--- src/rtl/wr_out_arbiter.sv ---
// wr_out_arbiter: round-robin share of the write-out interface between the FLG and OFM packers, one packet per grant
module wr_out_arbiter #(
  parameter int SPI_WIDTH = 32,
  parameter int TX_WIDTH = 20,
  parameter int FLG_SIZE = 64,
  parameter int OFM_SIZE = 1024,
  parameter logic [3:0] CODE_FLG = 4'd0,
  parameter logic [3:0] CODE_OFM = 4'd1
) (
  input  logic                 clk_chip,
  input  logic                 reset_chip,
  input  logic                 flg_req,
  input  logic                 flg_valid,
  input  logic [SPI_WIDTH-1:0] flg_data,
  output logic                 flg_ready,
  output logic                 flg_done,
  input  logic                 ofm_req,
  input  logic                 ofm_valid,
  input  logic [SPI_WIDTH-1:0] ofm_data,
  output logic                 ofm_ready,
  output logic                 ofm_done,
  input  logic                 config_ready,
  output logic                 config_paulse,
  output logic [3:0]           config_data,
  input  logic                 wr_ready,
  output logic                 wr_req,
  output logic [SPI_WIDTH-1:0] wr_data,
  output logic [1:0]           grant,
  output logic                 busy
);
  typedef enum logic [2:0] {IDLE, CONFIG, ARM, STREAM, CLOSE} state_t;
  state_t state, state_nxt;
  logic [TX_WIDTH-1:0] count, size;
  logic last_ofm, pick_ofm, src_valid, src_ready, beat, release_grant;
  assign size = grant[1] ? TX_WIDTH'(OFM_SIZE) : TX_WIDTH'(FLG_SIZE);
  assign src_valid = grant[1] ? ofm_valid : grant[0] & flg_valid;
  assign src_ready = (state == STREAM) & wr_ready & (count < size);
  assign beat = src_valid & src_ready;
  assign flg_ready = src_ready & grant[0];
  assign ofm_ready = src_ready & grant[1];
  assign wr_req = beat;
  assign wr_data = grant[1] ? ofm_data : grant[0] ? flg_data : '0;
  assign busy = state != IDLE;
  // Done fires in the CLOSE cycle itself so the producer drops its req before IDLE samples it again.
  assign release_grant = (state == CLOSE) & config_ready;
  assign flg_done = release_grant & grant[0];
  assign ofm_done = release_grant & grant[1];
  // OFM wins when it is the sole requester, or on a tie when FLG went last.
  assign pick_ofm = ofm_req & (~flg_req | ~last_ofm);
  always_comb begin
    state_nxt = state;
    case (state)
      IDLE:    if (config_ready & (flg_req | ofm_req)) state_nxt = CONFIG;
      CONFIG:  state_nxt = ARM;
      ARM:     if (!config_ready) state_nxt = STREAM;
      STREAM:  if (beat && count == size - TX_WIDTH'(1)) state_nxt = CLOSE;
      CLOSE:   if (config_ready) state_nxt = IDLE;
      default: state_nxt = IDLE;
    endcase
  end
  always_ff @(posedge clk_chip) begin
    if (reset_chip) begin
      state <= IDLE;
      count <= '0;
      last_ofm <= 1'b1;
      grant <= '0;
      config_data <= '0;
      config_paulse <= 1'b0;
    end else begin
      state <= state_nxt;
      config_paulse <= state_nxt == CONFIG;
      count <= (state == IDLE) ? '0 : count + TX_WIDTH'(beat);
      if (state == IDLE && state_nxt == CONFIG) begin
        grant <= pick_ofm ? 2'b10 : 2'b01;
        config_data <= pick_ofm ? CODE_OFM : CODE_FLG;
      end
      if (release_grant) begin
        last_ofm <= grant[1];
        grant <= '0;
      end
    end
  end
endmodule

--- config.mk ---
export PLATFORM = sky130hd
export DESIGN_NAME = wr_out_arbiter
export DESIGN_NICKNAME = d
export VERILOG_FILES = /design/src/rtl/wr_out_arbiter.sv
export SDC_FILE = /design/constraint.sdc
export NUM_CORES = 1
export LEC_CHECK = 0
export ABC_AREA = 1
export CAP_MARGIN = 20
export CORE_ASPECT_RATIO = 0.7
export CORE_MARGIN = 5
export CORE_UTILIZATION = 33
export DETAILED_ROUTE_END_ITERATION = 8
export PLACE_DENSITY = 0.76
export SYNTH_ARGS = -nofsm -noshare
export SYNTH_HDL_FRONTEND = slang
export SYNTH_SLANG_ARGS = --single-unit
--- constraint.sdc ---
create_clock -name clk_chip -period 2.1 [get_ports clk_chip]
set_input_delay 0.21 -clock clk_chip [delete_from_list [all_inputs] [get_ports clk_chip]]
set_output_delay 0.21 -clock clk_chip [all_outputs]
set_load 0.01 [all_outputs]
==> results of run 1 <==
[final timing paths]
| path | from | endpoint | cells past startpoint |
|---|---|---|---|
| hold / removal | config_data[0] | config_data[0] | 2 |
| hold reg to reg | config_data[0] | config_data[0] | 2 |
| setup reg to reg | grant[1] | count[15] | 13 |
| setup / recovery | grant[1] | count[15] | 13 |
[worst max-delay path: cells and delay by family (launching register included)]
kind | cells | cell delay, ns
AO/OA/AOI/OAI | 1 | 0.13
adder cells (fa/ha/maj) | 2 | 0.32
buffers and inverters | 2 | 0.15
flip-flops | 1 | 0.38
AND/OR/NAND/NOR | 8 | 1.08
[sequential cells by signal, indices dropped and copies added (netlist names)]
register,flops
count,20
state,3
grant,2
config_data,1
config_paulse,1
last_ofm,1
[synthesized netlist by cell type (4+ instances only)]
cell	number
a22o_1	32
dfxtp_1	28
nor2_2	4
clkbuf_1	4
nor2_4	4
inv_1	26
nand3_1	15
a21oi_1	14
nor2_1	35
nand2_1	32
o21ai_0	10
ha_1	4
buf_2	5
[layer usage]
metal  GRT usage (%)  wire, um
met3            3.84       344
met2            30.6      3470
met5               0         0
met4            3.48        80
met1            23.5      2950
[metrics by stage]
| step | area [sq um] | hold WS (ns) | setup TNS (ns) |
|---|---|---|---|
| final | 3330 | 0.475 | 0 |
| after global routing | 3330 | 0.503 | -1.07 |
| after CTS | 3280 | 0.478 | 0 |
| after detailed placement | 3210 | 0.464 | -0.0718 |
| after global placement | 3210 | 0.456 | 0 |
| after floorplan | 1900 | 0.407 | -0.342 |
[layout make-up]
cell class / count / area share (%)
Clock buffer: 4 / 1.65
Inverter: 29 / 3.42
Multi-Input combinational cell: 182 / 35.6
Sequential cell: 28 / 16.9
Tap cell: 72 / 2.71
Timing Repair Buffer: 138 / 39.7
[power by group]
| group | total (mW) | leakage [nW] | internal [mW] | switching [mW] |
|---|---|---|---|---|
| clock network | 0.339 | 0.0288 | 0.168 | 0.170 |
| registers | 0.545 | 0.227 | 0.539 | 0.00538 |
| logic | 0.450 | 1.12 | 0.275 | 0.175 |
[logic make-up after synthesis]
kind of cell	share of synthesized area [%]
flops	30.7
simple gates	30.1
buf+inv	9.40
fa+ha+maj	2.75
compound gates	23.9
other cells	0.206
xor+xnor	2.88
[repair_timing]
action | in CTS | in global routing
buffers inserted | 0 | 2
pin swaps | 2 | 8
endpoints found under the setup margin | 26 | 48
resized for setup | 8 | 16
gates cloned | 0 | 1
==> run_results.csv, run 1 <==
group,metric,value,unit
hold_path,hold_path.class,"reg2reg",
setup_path,cp_cell_sequence,"inv_6, ha_4, nor2_2, nand2_1, nor2_2, nand3_2, nor2_4, ha_4, nand3_2, inv_2, nand2_4, or3_1, a21oi_2",
synthesis,synth_top_area_share,30.7,%
sta,finalClockSkew,0.00241,ns
global_route,track_usage,17.9,%
synthesis,yosys.area.top_type,"dfxtp_1",
synthesis,ys_types,34,
setup_path,worstPathArrival,2.30,ns
cts,numCtsBuffers,3,
layout,regArea,562,sq um
synthesis,yosys-top-cells-area,"dfxtp_1 (31%), a22o_1 (15%), nor2_1 (7.2%)",
layout,syn_to_final_growth,82.6,%
routing,drt_iter0_drc,112,
synthesis,synth_area,1820,sq um
routing,vias,2123,
cts,cts_hold_buf,0,
layout,layout_common_cells,"clkdlybuf4s50_1 (107), nor2_1 (32), nand2_1 (32), a22o_1 (32), dfxtp_1 (27)",
placement,dpl.hpwl,5560,um
floorplan,start_util,34.5,%
sta,min_period_over_period,99.4,%
cts,clkTransAtPathRegs,0.09,ns
synthesis,synthFlopType,"dfxtp_1",
flow_run,drv_cap,0,
layout,final_cells,453,
routing,via_per_inst,4.69,
synthesis,async_flop_share,0,%
placement,dpl_worst_slack,-0.0337,ns
setup_path,rrSetupSlack,0.01,ns
setup_path,critPathCaptureType,"register",
power_and_ir_drop,total_power,1.33,mW
floorplan,die_h,72.2,um
power_and_ir_drop,p_per_area,401,nW/um^2
cts,clk_latency,0.28,ns
cts,cts_num_sinks,28,
sta,finalSetupViolations,0,
power_and_ir_drop,power_leakage,1.38,nW
floorplan,rows,22,
global_route,grt_pass1_vias,2049,
setup_path,required,2.32,ns
floorplan,die_area,7130,sq um
floorplan,fp.dieW,98.8,um
floorplan,core,5290,sq um
sta,grt_setup_unrepaired,"true",
power_and_ir_drop,vdd_drop_max,0.000433,V
sta,setup_slack,0.0123,ns
setup_path,setup.worst_path.start_class,"register",
layout,multiInputGateArea,1180,sq um
cts,cts_tree,"done",
routing,finalWirelength,6850,um
global_route,grt_max_degree,34,
cts,clk_path_buf_depth,2,
synthesis,synth_area_per_cell,7.32,sq um
setup_path,cp_max_fo,6,
routing,drt-pass1-iter-count,4,
synthesis,ys_warn_count,0,
synthesis,synth_edf_count,0,
layout,n_fill_cell,460,
setup_path,cpPeakStageDelay,0.38,ns
setup_path,slowest_stage,"dfxtp_2",
layout,final_common_cell,"clkdlybuf4s50_1",
placement,port_buffers,113,
synthesis,synth_cells,249,
cts,cts_root_buf,"clkbuf_8",
sta,fmax,479,MHz
global_route,grt_pass1_wl,10500,um
layout,fin_util,63.0,%
placement,placed_cells,446,
run_status,status,"completed",
layout,nNetsFinal,458,
sta,hold_violations,0,
global_route,grt.overflow.total,0,
placement,gp_congestion,0.862,
synthesis,ys_seq_elements,28,
routing,wl_per_cell,15.1,um
setup_path,crit_type,"reg2reg",
sta,min_period,2.09,ns
global_route,antenna_found_initial,0,
layout,antenna_cells,0,
sta,drv_slew,0,
routing,drc,0,
layout,final_layout_size_suffix_gt1_share,16.5,%
cts,cts-htree-levels,1,
floorplan,num_io_pins,117,
routing,drtAntennaViolNets,0,
synthesis,seq_area_frac_synth,30.7,%
No activity file was read; power rests on OpenSTA's default activity.
==> run 2, diff against run 1 <==
--- a/config.mk
+++ b/config.mk
@@ -9,9 +9,9 @@
 export CAP_MARGIN = 20
 export CORE_ASPECT_RATIO = 0.7
 export CORE_MARGIN = 5
-export CORE_UTILIZATION = 33
+export CORE_UTILIZATION = 37
 export DETAILED_ROUTE_END_ITERATION = 8
-export PLACE_DENSITY = 0.76
+export PLACE_DENSITY = 0.81
 export SYNTH_ARGS = -nofsm -noshare
 export SYNTH_HDL_FRONTEND = slang
 export SYNTH_SLANG_ARGS = --single-unit
==> constraint.sdc (replaced) <==
create_clock -name clk_chip -period 2.3 [get_ports clk_chip]
set_input_delay 0.23 -clock clk_chip [delete_from_list [all_inputs] [get_ports clk_chip]]
set_output_delay 0.23 -clock clk_chip [all_outputs]
set_load 0.01 [all_outputs]
==> run 2 against run 1 <==
- final area is 4.7% lower
- via count is 1.5% lower
- flip-flop and latch count stayed put
- sequential power is 8.8% lower
- highest routed layer unchanged
==> run_results.csv, run 2 (same netlist as run 1, synthesis figures left out) <==
group,metric,value,unit
flow_run,drv_cap,0,
floorplan,num_io_pins,117,
routing,drt-pass1-iter-count,4,
layout,final_layout_size_suffix_gt1_share,11.3,%
layout,layout_common_cells,"clkdlybuf4s50_1 (111), nor2_1 (33), nand2_1 (32), a22o_1 (32), dfxtp_1 (26)",
sta,drv_slew,0,
power_and_ir_drop,vdd_drop_max,0.000449,V
power_and_ir_drop,p_int,0.891,mW
placement,placed_cells,425,
cts,clkTransAtPathRegs,0.10,ns
run_status,status,"completed",
setup_path,required,2.49,ns
power_and_ir_drop,power_frac_comb,33.3,%
floorplan,die_h,68.7,um
layout,final_common_cell,"clkdlybuf4s50_1",
layout,largest_register,"count",
global_route,grt.overflow.total,0,
floorplan,fp.dieW,93.9,um
global_route,track_usage,18.4,%
routing,drt_iter0_drc,112,
routing,wl_per_cell,15.8,um
layout,syn_to_final_growth,74.1,%
global_route,grt.busiest_layer,"met2",
global_route,grt_max_degree,38,
power_and_ir_drop,pwr-share-clk,25.7,%
layout,final_cells,431,
placement,dpl.hpwl,5490,um
routing,drc,0,
global_route,grt_util_met3,4.12,%
sta,finalClockSkew,0.00601,ns
cts,cts_hold_buf,0,
cts,cts_tree,"done",
power_and_ir_drop,swShare,26.4,%
layout,n_fill_cell,427,
power_and_ir_drop,p_switching,0.320,mW
sta,min_period,2.20,ns
setup_path,setup.worst_path.start_class,"register",
power_and_ir_drop,seqPwrFrac,41.0,%
cts,cts_num_sinks,28,
sta,hold_violations,0,
power_and_ir_drop,p_per_area,382,nW/um^2
placement,port_buffers,113,
setup_path,cp_max_fo,5,
cts,numCtsBuffers,3,
cts,cts_root_buf,"clkbuf_8",
hold_path,hold_path.class,"reg2reg",
floorplan,start_util,38.1,%
sta,grt_setup_unrepaired,"true",
layout,antenna_cells,0,
sta,holdWs,0.475,ns
sta,min_period_over_period,95.8,%
routing,finalWirelength,6800,um
routing,via_per_inst,4.85,
placement,dpl_worst_slack,0.00557,ns
cts,clk_path_buf_depth,2,
layout,largest_reg_flops,20,
setup_path,worstPathArrival,2.39,ns
global_route,grt_pass1_vias,1903,
global_route,gr-usage-met1,24.2,%
layout,nNetsFinal,439,
routing,drtAntennaViolNets,0,
floorplan,die_area,6450,sq um
cts,clk_latency,0.28,ns
global_route,grt.met2_usage,30.5,%
global_route,antenna_found_initial,0,
global_route,grt_pass1_wl,9320,um
layout,largestRegisters,"count (20), state (3), grant (2)",
sta,setup_slack,0.0956,ns
placement,gp_congestion,0.859,
setup_path,critPathCaptureType,"register",
sta,finalSetupViolations,0,
power_and_ir_drop,total_power,1.21,mW
routing,vias,2092,
sta,fmax,454,MHz
power_and_ir_drop,power_leakage,1.23,nW
setup_path,crit_type,"reg2reg",
floorplan,rows,21,
cts,cts-htree-levels,1,
floorplan,core,4780,sq um
==> run 2: cell count changes in the layout (fill, tap and decap cells not counted), sizes merged <==
cell,previous run,this run
clkbuf,6,4
buf,25,6
clkdlybuf4s50,107,111
dlymetal6s2s,2,1
dlygate4sd2,2,1
==> run 2: worst max-delay path, cell delays in order (launching register included) <==
cell	delay, ns
dfxtp_2	0.34
inv_2	0.07
buf_4	0.13
ha_1	0.14
nand3_1	0.08
nand2_1	0.08
nand3_2	0.12
nor2_4	0.15
ha_4	0.16
ha_4	0.15
nand3_4	0.10
nor2_4	0.15
nand2_4	0.09
nor2_4	0.14
nand2_1	0.07
and3_1	0.14
==> run 2: final cells by class <==
cell class	instances	area [sq um]	share of cell area (%)
Clock buffer	4	55.1	1.74
Sequential cell	28	563	17.7
Timing Repair Buffer	119	1190	37.6
Multi-Input combinational cell	182	1170	36.8
Tap cell	69	86.3	2.72
Inverter	29	109	3.43
==> run 2: worst paths after layout <==
path	from	slack (ns)	depth (start not counted)	to
worst max register to register	grant[1]	0.1	15	count[14]
worst max-delay path	grant[1]	0.1	15	count[14]
worst min register to register	config_data[0]	0.48	2	config_data[0]
worst min-delay path	config_data[0]	0.48	2	config_data[0]
==> run 2: what timing repair did <==
item	4_1_cts	5_1_grt
gates cloned	0	0
gates resized for setup	3	13
pin swaps	0	11
endpoints found under the setup margin	32	41
buffers inserted	0	2
==> run 2: power by group through the flow <==
stage,Combinational [mW],Sequential [mW],Clock (mW)
2_1_floorplan,0.149,0.510,0
3_3_place_gp,0.392,0.508,0
3_5_place_dp,0.397,0.508,0
4_1_cts,0.400,0.497,0.318
5_1_grt,0.428,0.499,0.339
6_report,0.403,0.497,0.311
==> run 2: through the flow <==
stage | util (%) | TNS, ns | area, sq um
final | 66.4 | 0 | 3170
after global routing | 66.4 | -0.0991 | 3170
after CTS | 64.9 | 0 | 3100
after detailed placement | 63.6 | 0 | 3040
after global placement | 63.6 | 0 | 3040
after floorplan | - | 0 | 1860
==> run 2: metal layers <==
layer / share of wire (%) / wire length (um) / up-vias
li1: - / - / 1066
met1: 43 / 2930 / 945
met2: 49 / 3320 / 74
met3: 6.8 / 460 / 7
met4: 1.2 / 81 / 0
met5: 0 / 0 / -
==> patch, RTL diff (settings of run 2) <==
`TX_WIDTH`: 20 -> 10.
--- a/src/rtl/wr_out_arbiter.sv
+++ b/src/rtl/wr_out_arbiter.sv
@@ -3,3 +3,3 @@
   parameter int SPI_WIDTH = 32,
-  parameter int TX_WIDTH = 20,
+  parameter int TX_WIDTH = 10,
   parameter int FLG_SIZE = 64,
Check against the original RTL: not equivalent (a bounded check fails within 4 cycles, from zero or initial values and one cycle with reset_chip high).
==> patch against run 2 <==
  * Worst setup slack better by 0.086 ns
  * Non-clock buffer count is 2 lower
  * Synthesized area is 24% lower
  * Die area is 21% lower
  * Power is 24% lower
  * Sequential cell count is 10 lower
  * Design area is 19% lower
  * Sequential share of layout area is 3.8 points lower
  * Wire length is 24% lower
  * Via count is 12% lower
  * Critical path type is now flop to primary output
  * Critical endpoint is now wr_req
  * Largest power group is now combinational cells
==> patch: results (changes against run 2) <==
yosysMostFrequentCell: "nand2_1"  # was nor2_1
clk_latency_ns: 0.25  # was 0.28 ns
crit_arrival_ns: 1.89  # was 2.39 ns
nFillCells: 298  # was 427
pwr-share-comb_pct: 41.4  # was 33.3%
total_leakage_power_nw: 1.100  # was 1.227 nW
ir_drop_mv: 0.4348  # was 0.4488 mV
clk_pin_slew_ns: 0.06  # was 0.10 ns
layout.nets: 422  # was 439
place_congestion: 0.8274  # was 0.8593
synth.distinct_cells: 27  # was 34
place_area_um2: 2541  # was 3042 µm²
p_clk_uw: 217  # was 311 µW
status: "completed"  # unchanged
grt_pass1_wl_um: 7693  # was 9315 µm
synthAdderAreaFrac_pct: 2.695  # was 2.745%
drive_gt1_share_pct: 6.087  # was 11.33%
vias_per_cell: 4.686  # was 4.854
cts_setup_buffers: 0  # unchanged
final_cells: 395  # was 431
syn_inst: 238  # was 249
synth_xor_area_share_pct: 0.6289  # was 2.883%
synthTopCellsByCount: "nand2_1 (92), nand3_1 (39), nor2_1 (19)"  # was nor2_1 (35), a22o_1 (32), nand2_1 (32)
cts_resized: 0  # was 3
dp_slack_ns: 0.1665  # was 0.005572 ns
grt_pass1_vias: 1629  # was 1903
synth_compound_area_share_pct: 6.918  # was 23.88%
dp_hpwl_um: 4185  # was 5495 µm
synth_area_leaders: "dfxtp_1 (26%), nand2_1 (25%), nand3_1 (14%)"  # was dfxtp_1 (31%), a22o_1 (15%), nor2_1 (7.2%)
dp.cells: 392  # was 425
p_sw_uw: 261.8  # was 320.2 µW
-- patch: changes by cell type in the layout (fill, tap and decap cells not counted), moves of 3 or more --
cell	change
nand2_1	+60
a22o_1	-32
nand3_1	+26
nor2_1	-14
inv_1	-11
dfxtp_1	-8
nor2_4	-6
o21ai_0	-6
a21oi_1	-5
ha_4	-3
inv_2	-3
xor2_1	-3
-- patch: path summary, 6_finish.rpt --
path	end	slack (ns)	depth (start not counted)
max reg2reg	count[8]	0.22	12
max	wr_req	0.18	7
min	config_data[0]	0.47	2
min reg2reg	config_data[0]	0.47	2
-- patch: layer usage --
metal | wire (µm) | vias to the layer above | part of all wire [%] | track usage, %
met1 | 2281 | 811 | 44 | 24.12
li1 | - | 964 | - | -
met2 | 2427 | 72 | 47 | 32.31
met3 | 434 | 4 | 8.4 | 5.481
met5 | 0 | - | 0 | 0
met4 | 34 | 0 | 0.66 | 2.564
-- patch: cell families (layout without fill, tap and decap cells) --
logic type               count (synthesis)  count (layout)
XOR/XNOR                                 1               1
AO/OA/AOI/OAI                           17              17
adder cells (fa/ha/maj)                  3               3
AND/OR/NAND/NOR                        168             168
other                                    1               3
flip-flops                              18              18
buffers and inverters                   30             135
-- patch: metrics by stage --
step / util (%) / hold WS (ns) / power [mW]
4_1_cts: 72.12 / 0.4714 / 0.9325
3_5_place_dp: 70.96 / 0.4635 / 0.7160
5_1_grt: 72.12 / 0.4823 / 0.9735
2_1_floorplan: - / 0.2991 / 0.4759
6_report: 72.12 / 0.4654 / 0.9253
3_3_place_gp: 70.96 / 0.4553 / 0.7134
-- patch: final cells by class --
type	count	share of cell area, %
repair buffers	117	44.96
multi-input cells	192	34.88
flip-flops and latches	18	13.95
well taps	50	2.422
inverters	15	2.180
clock buffers	3	1.599
